`config.mk`:
```
export PLATFORM = sky130hd
export DESIGN_NAME = warp_issue_sched
export DESIGN_NICKNAME = d
export VERILOG_FILES = /design/src/rtl/issue_pkg.sv /design/src/rtl/issue_rr_pick.sv /design/src/rtl/warp_issue_sched.sv
export SDC_FILE = /design/constraint.sdc
export NUM_CORES = 1
export LEC_CHECK = 0
export CORE_AREA = 2 2 153 155
export CTS_CLUSTER_DIAMETER = 40
export CTS_CLUSTER_SIZE = 28
export DETAILED_ROUTE_END_ITERATION = 10
export DIE_AREA = 0 0 155 157
export GPL_ROUTABILITY_DRIVEN = 0
export GPL_TIMING_DRIVEN = 0
export SYNTH_ARGS = -nofsm -noshare
export SYNTH_HDL_FRONTEND = slang
export SYNTH_SLANG_ARGS = --single-unit
export TNS_END_PERCENT = 10
```
`constraint.sdc`:
```
create_clock -name clk_i -period 7.08 [get_ports clk_i]
set_input_delay 1.062 -clock clk_i [delete_from_list [all_inputs] [get_ports clk_i]]
set_output_delay 1.062 -clock clk_i [all_outputs]
set_load 0.1 [all_outputs]
```
`src/rtl/issue_pkg.sv`:
```
// Execute-unit encodings shared by the issue scheduler, the demux and decode.
package issue_pkg;

  localparam int EX_BITS = 3;

  localparam logic [EX_BITS-1:0] EX_NOP = 3'd0;
  localparam logic [EX_BITS-1:0] EX_ALU = 3'd1;
  localparam logic [EX_BITS-1:0] EX_LSU = 3'd2;
  localparam logic [EX_BITS-1:0] EX_CSR = 3'd3;
  localparam logic [EX_BITS-1:0] EX_FPU = 3'd4;
  localparam logic [EX_BITS-1:0] EX_GPU = 3'd5;

  // Codes outside ALU..GPU (NOP and the unused 6/7) need no execute unit.
  function automatic logic ex_needs_unit(input logic [EX_BITS-1:0] ex);
    return (ex >= EX_ALU) && (ex <= EX_GPU);
  endfunction

endpackage

```
`src/rtl/issue_rr_pick.sv`:
```
// Rotate-priority picker: first set request at or after ptr_i, wrapping around.
module issue_rr_pick #(
  parameter int NUM_WARPS = 4,
  parameter int NW_BITS   = $clog2(NUM_WARPS)
) (
  input  logic [NUM_WARPS-1:0] req_i,
  input  logic [NW_BITS-1:0]   ptr_i,
  output logic [NUM_WARPS-1:0] grant_o,
  output logic [NW_BITS-1:0]   grant_idx_o,
  output logic                 any_o
);

  logic [2*NUM_WARPS-1:0] req2;
  logic [2*NUM_WARPS-1:0] masked;
  logic [2*NUM_WARPS-1:0] iso;

  // The upper copy catches requests below ptr_i once the lower copy is masked off.
  assign req2    = {req_i, req_i};
  assign masked  = req2 & ({(2*NUM_WARPS){1'b1}} << ptr_i);
  assign iso     = masked & (~masked + (2*NUM_WARPS)'(1));
  assign grant_o = iso[NUM_WARPS-1:0] | iso[2*NUM_WARPS-1:NUM_WARPS];
  assign any_o   = |req_i;

  always_comb begin
    grant_idx_o = '0;
    for (int i = 0; i < NUM_WARPS; i++) begin
      if (grant_o[i]) grant_idx_o = grant_idx_o | NW_BITS'(i);
    end
  end

endmodule

```
`src/rtl/warp_issue_sched.sv`:
```
// Round-robin issue scheduler: picks one eligible warp head per cycle into a
// single registered issue stage feeding the instruction demux.
module warp_issue_sched
  import issue_pkg::*;
#(
  parameter int NUM_WARPS = 4,
  parameter int NW_BITS   = $clog2(NUM_WARPS),
  parameter int DATAW     = 64
) (
  input  logic                         clk_i,
  input  logic                         reset_ni,
  input  logic [NUM_WARPS-1:0]         warp_valid_i,
  input  logic [NUM_WARPS*EX_BITS-1:0] warp_ex_type_i,
  input  logic [NUM_WARPS*DATAW-1:0]   warp_data_i,
  output logic [NUM_WARPS-1:0]         warp_ready_o,
  input  logic [2**EX_BITS-1:0]        unit_ready_i,
  output logic                         out_valid_o,
  output logic [NW_BITS-1:0]           out_wid_o,
  output logic [EX_BITS-1:0]           out_ex_type_o,
  output logic [DATAW-1:0]             out_data_o,
  input  logic                         out_ready_i,
  output logic [31:0]                  perf_stall_cycles_o
);

  // Handshake: a transfer happens on a clock edge where valid and ready are both
  // high. warp_valid/ex_type/data hold until warp_ready pops them; out_* hold
  // while out_valid is high and out_ready is low.

  logic [NUM_WARPS-1:0] elig;
  logic [NUM_WARPS-1:0] grant;
  logic [NW_BITS-1:0]   grant_idx;
  logic                 any_elig;
  logic                 load;
  logic                 pick;
  logic                 stall;
  logic [EX_BITS-1:0]   ex_w;
  logic [EX_BITS-1:0]   sel_ex;
  logic [DATAW-1:0]     sel_data;

  logic                 out_valid_q, out_valid_d;
  logic [NW_BITS-1:0]   out_wid_q, out_wid_d;
  logic [EX_BITS-1:0]   out_ex_q, out_ex_d;
  logic [DATAW-1:0]     out_data_q, out_data_d;
  logic [NW_BITS-1:0]   rr_ptr_q, rr_ptr_d;
  logic [31:0]          perf_q, perf_d;

  always_comb begin
    ex_w = '0;
    elig = '0;
    for (int w = 0; w < NUM_WARPS; w++) begin
      ex_w    = warp_ex_type_i[w*EX_BITS +: EX_BITS];
      elig[w] = warp_valid_i[w] && (!ex_needs_unit(ex_w) || unit_ready_i[ex_w]);
    end
  end

  issue_rr_pick #(
    .NUM_WARPS (NUM_WARPS),
    .NW_BITS   (NW_BITS)
  ) u_pick (
    .req_i       (elig),
    .ptr_i       (rr_ptr_q),
    .grant_o     (grant),
    .grant_idx_o (grant_idx),
    .any_o       (any_elig)
  );

  always_comb begin
    sel_ex   = '0;
    sel_data = '0;
    for (int w = 0; w < NUM_WARPS; w++) begin
      if (grant_idx == NW_BITS'(w)) begin
        sel_ex   = warp_ex_type_i[w*EX_BITS +: EX_BITS];
        sel_data = warp_data_i[w*DATAW +: DATAW];
      end
    end
  end

  assign load         = !out_valid_q || out_ready_i;
  assign pick         = load && any_elig;
  assign stall        = (|warp_valid_i) && !pick;
  assign warp_ready_o = (reset_ni && pick) ? grant : '0;

  always_comb begin
    out_valid_d = out_valid_q;
    out_wid_d   = out_wid_q;
    out_ex_d    = out_ex_q;
    out_data_d  = out_data_q;
    rr_ptr_d    = rr_ptr_q;
    if (load) begin
      out_valid_d = any_elig;
      if (any_elig) begin
        out_wid_d  = grant_idx;
        out_ex_d   = sel_ex;
        out_data_d = sel_data;
        rr_ptr_d   = (grant_idx == NW_BITS'(NUM_WARPS-1)) ? '0 : grant_idx + NW_BITS'(1);
      end
    end
    perf_d = (stall && !(&perf_q)) ? perf_q + 32'd1 : perf_q;
  end

  always_ff @(posedge clk_i or negedge reset_ni) begin
    if (!reset_ni) begin
      out_valid_q <= 1'b0;
      out_wid_q   <= '0;
      out_ex_q    <= '0;
      out_data_q  <= '0;
      rr_ptr_q    <= '0;
      perf_q      <= '0;
    end else begin
      out_valid_q <= out_valid_d;
      out_wid_q   <= out_wid_d;
      out_ex_q    <= out_ex_d;
      out_data_q  <= out_data_d;
      rr_ptr_q    <= rr_ptr_d;
      perf_q      <= perf_d;
    end
  end

  assign out_valid_o         = out_valid_q;
  assign out_wid_o           = out_wid_q;
  assign out_ex_type_o       = out_ex_q;
  assign out_data_o          = out_data_q;
  assign perf_stall_cycles_o = perf_q;

endmodule

```
==> results of run 1 <==
## power by group through the flow
| stage | registers (mW) | logic [mW] | clock network (mW) |
|---|---|---|---|
| global placement | 0.924 | 3.15 | 0 |
| CTS | 0.922 | 3.17 | 0.522 |
| global route | 0.948 | 3.32 | 0.545 |
| floorplan | 2.31 | 0.816 | 0 |
| finish | 0.922 | 3.15 | 0.506 |
| detailed placement | 0.931 | 3.16 | 0 |
## routing by layer
metal / part of all wire [%] / routed length, um / global-route usage [%] / vias up
met1: 42 / 13100 / 31.5 / 3696
met2: 49 / 15300 / 42.0 / 296
li1: - / - / - / 3668
met5: 0 / 0 / 0 / -
met3: 6.7 / 2070 / 5.40 / 37
met4: 2.1 / 669 / 7.23 / 0
## cells in the mapped netlist, types with 2 or more instances
cell,number,area [um2]
nand3b_1,4,30.0
mux2_1,2,22.5
xnor2_1,17,149
nor3_1,76,380
nor2_1,13,48.8
and2_1,4,25.0
nand2_1,89,334
a221oi_1,64,561
nand4_1,13,81.3
ha_1,5,62.6
nor3b_1,5,37.5
nor4_1,8,50.1
nand3_1,22,110
o41ai_1,3,26.3
mux2_2,4,45.0
buf_1,2,7.51
and3_1,7,43.8
nor2b_1,67,419
o221ai_1,2,17.5
xor2_1,13,114
o21ai_1,7,35.0
a21oi_1,76,380
clkbuf_1,54,203
dfrtp_1,104,2600
nand2b_1,3,18.8
mux2i_1,3,30.0
nor4_2,3,37.5
o21ai_0,67,335
inv_1,9,33.8
buf_2,10,50.1
## registers in the layout, indices dropped and copies added (netlist names)
| signal | cells |
|---|---|
| out_valid_o | 1 |
| out_wid_o | 2 |
| out_data_o | 64 |
| out_ex_type_o | 3 |
| rr_ptr_q | 2 |
| perf_stall_cycles_o | 32 |
## cells by family (layout without fill, tap and decap cells)
| family | count (synthesis) | in the layout | share of synthesized area (%) |
|---|---|---|---|
| compound gates | 231 | 231 | 22.8 |
| xor+xnor | 31 | 31 | 4.27 |
| fa+ha+maj | 5 | 5 | 0.957 |
| buf+inv | 77 | 479 | 4.73 |
| flops | 104 | 104 | 39.8 |
| mux | 9 | 9 | 1.49 |
| other cells | 0 | 1 | 0 |
| simple gates | 323 | 323 | 26.0 |
## critical path, delay by kind of cell
kind | cells | cell delay, ns
AOI/OAI and AO/OA | 3 | 1.08
buffers and inverters | 3 | 1.86
and+or+nand+nor | 3 | 0.41
## worst paths after layout
path / from / endpoint / slack, ns / depth (start not counted)
min reg2reg: out_data_o[9]$_DFFE_PN0P_ / out_data_o[9]$_DFFE_PN0P_ / 0.48 / 2
max in group asynchronous: reset_ni / out_data_o[24]$_DFFE_PN0P_ / 5.76 / 2
max reg2reg: rr_ptr_q[1]$_DFFE_PN0P_ / out_data_o[44]$_DFFE_PN0P_ / 2.98 / 13
max: warp_ex_type_i[9] / warp_ready_o[3] / 1.60 / 9
min in group asynchronous: reset_ni / perf_stall_cycles_o[4]$_DFFE_PN0P_ / 0.65 / 1
min: out_data_o[9]$_DFFE_PN0P_ / out_data_o[9]$_DFFE_PN0P_ / 0.48 / 2
## final cells by class
type	count	area share, %
Buffer	67	2.45
Antenna cell	1	0.0226
Clock buffer	10	2.16
Timing Repair Buffer	386	35.1
Multi-Input combinational cell	599	32.8
Inverter	10	0.339
Clock inverter	6	0.452
Tap cell	285	3.22
Sequential cell	104	23.5
## cell usage in the layout, fill, tap and decap left out, types with 3 or more instances in the layout
cell type / netlist / layout
clkdlybuf4s50_1: 0 / 384
dfrtp_1: 104 / 104
nand2_1: 89 / 89
a21oi_1: 76 / 76
nor3_1: 76 / 76
nor2b_1: 67 / 67
o21ai_0: 67 / 67
a221oi_1: 64 / 64
clkbuf_1: 54 / 54
nand3_1: 22 / 22
xnor2_1: 17 / 17
nor2_1: 13 / 13
nand4_1: 13 / 13
xor2_1: 13 / 13
buf_2: 10 / 10
inv_1: 9 / 9
clkbuf_16: 0 / 9
nor4_1: 8 / 8
and3_1: 7 / 7
o21ai_1: 7 / 7
nor3b_1: 5 / 5
ha_1: 5 / 5
nand3b_1: 4 / 4
mux2_2: 4 / 4
and2_1: 4 / 4
mux2i_1: 3 / 3
o41ai_1: 3 / 3
nand2b_1: 3 / 3
nor4_2: 3 / 3
inv_6: 0 / 3
## through the flow
stage | hold slack (ns) | worst slack [ns]
after detailed placement | 0.470 | 1.41
final | 0.481 | 1.60
after floorplan | 0.689 | 2.47
after global routing | 0.500 | 1.43
after CTS | 0.487 | 1.57
after global placement | 0.461 | -1.04
==> results by group, run 1 <==
Power
  – Pwr Total: between 4 and 5 mW
  – Clock Power Share: between 10 and 15%
  – Comb pwr share: 68.8%
  – P_sw: 2.68 mW
  – Leak Pwr: roughly 4.3 nW
  – Power Internal: ~1.9 mW
  – Switch share: 58.5%
  – Pwr/cell area: ~410 mW/mm2
  – Reg power frac: 20.1%
  – VDD IR max: about 0.2 mV

Synthesis
  – Netlist cell types: 54
  – Flops & latches, synth: 104
  – Top_reg_cell synth: dfrtp_1
  – Number of synthesized flops with an enable pin: 0
  – Average cell area after synthesis: 8.38 um2
  – FFs w/ async S/R, synth: 100%
  – Cells after Synth: 780
  – Synth Net Count: 1068
  – Yosys warns: 0
  – Mapped cell area: 0.00654 mm2
  – Post-synthesis sequential area ratio: between 30 and 40%

Drt
  – Remaining antenna violation count after routing: 0
  – DRC violation count after routing: 0
  – Initial DRC count: 385
  – Final WL: 31100 um
  – Average routed wire per standard cell: 21.2 um
  – DRT Pass-1 Iters: 7
  – DR vias/cell: 5.24
  – Routed via count: 7697

Cells and area
  – Fin cells: 1468
  – # fillers: 2184
  – Layout Area Growth over Synthesis: 69.3%
  – Layout cells sized above 1: under 10%
  – Post-layout instance area: 0.0111 mm2
  – Fin nets: between 1000 and 1500
  – Final core occ: 49.2%
  – Area of the multi-input gates: 0.00363 mm2
  – Total area of sequential cells: 0.00260 mm2

Floorplan
  – Row count: 55
  – DIE AREA: 0.0243 mm2
  – Num ports: 389
  – Die Y: 157 um
  – Initial Utilization: 29.1%
  – Die width: 155 um
  – Core area: 0.0225 mm2

GRT
  – GRT Util Overall: 24.7%
  – Largest net degree at the start of global routing: 56
  – First-pass GRT wire length: 45700 um
  – Vias in the first global route: 7662
  – Initial antenna violation count: 1
  – Total grt overflow: 0

Timing
  – Clock skew: around 0.015 ns
  – Sum Neg Setup Slack: 0 ns
  – Fin crit share: 77.4%
  – Min Tclk post-route: 5.48 ns
  – Relative slew slack: 24.8%
  – Unrepaired setup endpoints after global routing: no
  – Worst-margin pin slew: ~1.1 ns
  – Fin. max-slew vios: 0
  – Final setup viols: 0
  – Fmax: roughly 180 MHz
  – Endpoints failing hold: 0

Place
  – Placed insts: 1451
  – Placed cell areas: about 0.011 mm2
  – DP Wirelength: 24500 um
  – Port Buf Inserts: 385

Setup path
  – Nature of the critical path startpoint: input pin
  – CP max FO: 10
  – Critical path cell sequence: clkdlybuf4s50_1 > nor2b_1 > a2111oi_2 > a311oi_2 > o41a_4 > buf_6 > nand2_1 > nor2_1 > clkdlybuf4s50_1
  – Crit path capture type: output pin
  – Critical path's most frequent cell: clkdlybuf4s50_1
  – Worst endpoint data arrival time: roughly 4.4 ns
  – CP Class: in2out
  – WP data required: 6.02 ns
  – CP max stage delay: 1.14 ns
  – CP max stage cell: clkdlybuf4s50_1

Clock network
  – Clk buf depth: 2
  – Root buffer cell: clkbuf_16
  – TritonCTS clock tree: yes
  – Skew-Pair Late Insertion Delay: 0.36 ns
  – Post CTS Setup Buffer Count: 0
  – CTS hold repair buffers: 0
  – H-tree depth: 3
  – Clk sinks: 104
  – Total CTS buffers: 9
  – Clock Pin Slew Worst Setup and Hold Paths: around 0.080 ns
  – Post-CTS resize count: 0

Min path
  – HP Class: reg2reg

Job
  – Max-Cap Viols: 0

Status
  – Status: finished clean
No activity file was read; power rests on OpenSTA's default activity.
==> inputs of run 2 (changes only) <==
--- a/config.mk
+++ b/config.mk
@@ -12,6 +12,7 @@
 export DIE_AREA = 0 0 155 157
 export GPL_ROUTABILITY_DRIVEN = 0
 export GPL_TIMING_DRIVEN = 0
+export PLACE_DENSITY = 0.67
 export SYNTH_ARGS = -nofsm -noshare
 export SYNTH_HDL_FRONTEND = slang
 export SYNTH_SLANG_ARGS = --single-unit
==> constraint.sdc (replaced) <==
create_clock -name clk_i -period 4.9 [get_ports clk_i]
set_input_delay 0.735 -clock clk_i [delete_from_list [all_inputs] [get_ports clk_i]]
set_output_delay 0.735 -clock clk_i [all_outputs]
set_load 0.1 [all_outputs]
==> results by group, run 2 (same netlist as run 1, synthesis figures left out) <==
Setup path
  – Reg2reg setup slack: 1.18 ns
  – Critical path origin: warp_ex_type_i[3]
  – CP endpoint: out_data_o[46]$_DFFE_PN0P_
  – CP max stage delay: between 0.5 and 0.6 ns
  – Crit path capture type: flop
  – CP max stage cell: clkdlybuf4s50_1
  – CP Class: in2reg
  – FF-to-FF End: out_data_o[23]$_DFFE_PN0P_
  – FF-to-FF Start: rr_ptr_q[1]$_DFFE_PN0P_
  – Critical path cell sequence: clkdlybuf4s50_1 > mux2_2 > nor3b_1 > or3_1 > a21oi_1 > o211ai_1 > ha_1 > clkbuf_1 > clkbuf_2 > clkbuf_1 > a221oi_1 > nor3_1 > a21oi_1 > o21ai_0
  – Reg2Reg Depth: 13
  – WP data required: a little over 5 ns
  – Worst endpoint data arrival time: 4.84 ns
  – CP max FO: 10
  – Nature of the critical path startpoint: input pin

Drt
  – DRC violation count after routing: 0
  – Final WL: 30600 um
  – Routed via count: 7798
  – DR vias/cell: 5.32
  – Remaining antenna violation count after routing: 0
  – DRT Pass-1 Iters: 4
  – Average routed wire per standard cell: 20.9 um
  – Initial DRC count: between 400 and 500

Timing
  – Worst-margin pin slew: 1.09 ns
  – Fmax: between 200 and 250 MHz
  – Clock skew: 0.0132 ns
  – Final WS setup: 0.331 ns
  – Final setup viols: 0
  – Relative slew slack: 27.0%
  – Unrepaired setup endpoints after global routing: no
  – Endpoints failing hold: 0
  – Fin crit share: around 93%
  – Final hold slack: 0.333 ns
  – Min Tclk post-route: 4.57 ns
  – Fin. max-slew vios: 0

GRT
  – Total grt overflow: 0
  – Vias in the first global route: about 7700
  – Initial antenna violation count: 0
  – First-pass GRT wire length: 44600 um
  – Largest net degree at the start of global routing: 55
  – GRT Util Overall: 24.1%

Floorplan
  – Initial Utilization: 29.1%
  – Die width: 155 um
  – Num ports: 389
  – Die Y: 157 um
  – Core area: 0.0225 mm2
  – Row count: 55
  – DIE AREA: 0.0243 mm2

Clock network
  – Clk buf depth: 2
  – Clk sinks: 104
  – Skew-Pair Late Insertion Delay: 0.35 ns
  – Root buffer cell: clkbuf_16
  – H-tree depth: 3
  – Clock Pin Slew Worst Setup and Hold Paths: 0.08 ns
  – Post CTS Setup Buffer Count: 0
  – Total CTS buffers: 9
  – TritonCTS clock tree: yes

Cells and area
  – Diodes inserted: 0
  – Fin nets: 1464
  – Fin cells: 1466
  – Leading cell type in the layout, fill and taps excluded: clkdlybuf4s50_1
  – Layout Area Growth over Synthesis: 69.9%
  – Largest register FFs: 64
  – Most frequent cells in the layout: clkdlybuf4s50_1, dfrtp_1, nand2_1
  – Layout cells sized above 1: between 4 and 5%

Power
  – Comb pwr share: 68.5%
  – Leak Pwr: 4.33 nW
  – Pwr/cell area: 601 mW/mm2
  – VDD IR max: 0.363 mV
  – Switch share: around three fifths
  – Reg power frac: 19.9%
  – Power Internal: roughly 2.8 mW
  – P_sw: 3.88 mW
  – Clock Power Share: 11.6%

Job
  – Max-Cap Viols: 0

Place
  – Port Buf Inserts: just under 400
  – DP Wirelength: 24000 um
  – Placed insts: 1451
  – Pre-CTS WS: -0.839 ns

Min path
  – HP Class: in2async

Status
  – Status: finished clean
[run 2: critical path, delay by kind of cell]
kind / cells / cell delay [ns]
buffers and inverters: 4 / 1.95
adder cells (fa/ha/maj): 1 / 0.21
multiplexers: 1 / 0.35
AND/OR/NAND/NOR: 3 / 0.78
AO/OA/AOI/OAI: 5 / 0.80
[run 2: worst min-delay path by stage]
stage | start | endpoint | slack, ns | cells after the start
floorplan | reset_ni | out_data_o[0]$_DFFE_PN0P_ | 0.44 | 0
global placement | out_data_o[24]$_DFFE_PN0P_ | out_data_o[24]$_DFFE_PN0P_ | 0.46 | 2
detailed placement | out_data_o[8]$_DFFE_PN0P_ | out_data_o[8]$_DFFE_PN0P_ | 0.47 | 2
CTS | reset_ni | perf_stall_cycles_o[5]$_DFFE_PN0P_ | 0.35 | 1
global route | reset_ni | perf_stall_cycles_o[5]$_DFFE_PN0P_ | 0.38 | 1
finish | reset_ni | perf_stall_cycles_o[5]$_DFFE_PN0P_ | 0.33 | 1
[run 2: metal layers]
metal  wire (um)  GRT usage [%]  share of wire [%]
met5           0              0                  0
met4         631           6.92                2.1
met3        1990           4.60                6.5
met2       15100           41.3                 49
met1       12900           30.9                 42
[run 2: layout make-up]
type                       count  area, um2
tap                          285        357
fill                        2187      11400
timing repair buffer         386       3890
buffer                        66        270
inverter                      10       37.5
clock buffer                   9        225
clock inverter                 7       83.8
sequential                   104       2600
multi-input combinational    599       3640
[run 2: per-stage QoR]
step                power (mW)  instance area (um2)  utilization, %  setup TNS, ns
floorplan                 4.51                 6540               -              0
global placement          5.89                10700            47.8        -165.42
detailed placement        5.92                10800            47.9         -32.88
CTS                       6.71                11100            49.3              0
global route              7.00                11100            49.4              0
finish                    6.68                11100            49.4              0
[run 2: what timing repair did]
item,4_1_cts,5_1_grt
hold buffers,0,0
endpoints found under the setup margin,62,61
gates resized for setup,3,5
[run 2: power by group through the flow]
stage	Clock, mW	Sequential (mW)	Combinational (mW)
finish	0.772	1.33	4.58
global route	0.827	1.37	4.80
CTS	0.792	1.33	4.59
detailed placement	0	1.34	4.58
global placement	0	1.33	4.55
floorplan	0	3.33	1.18
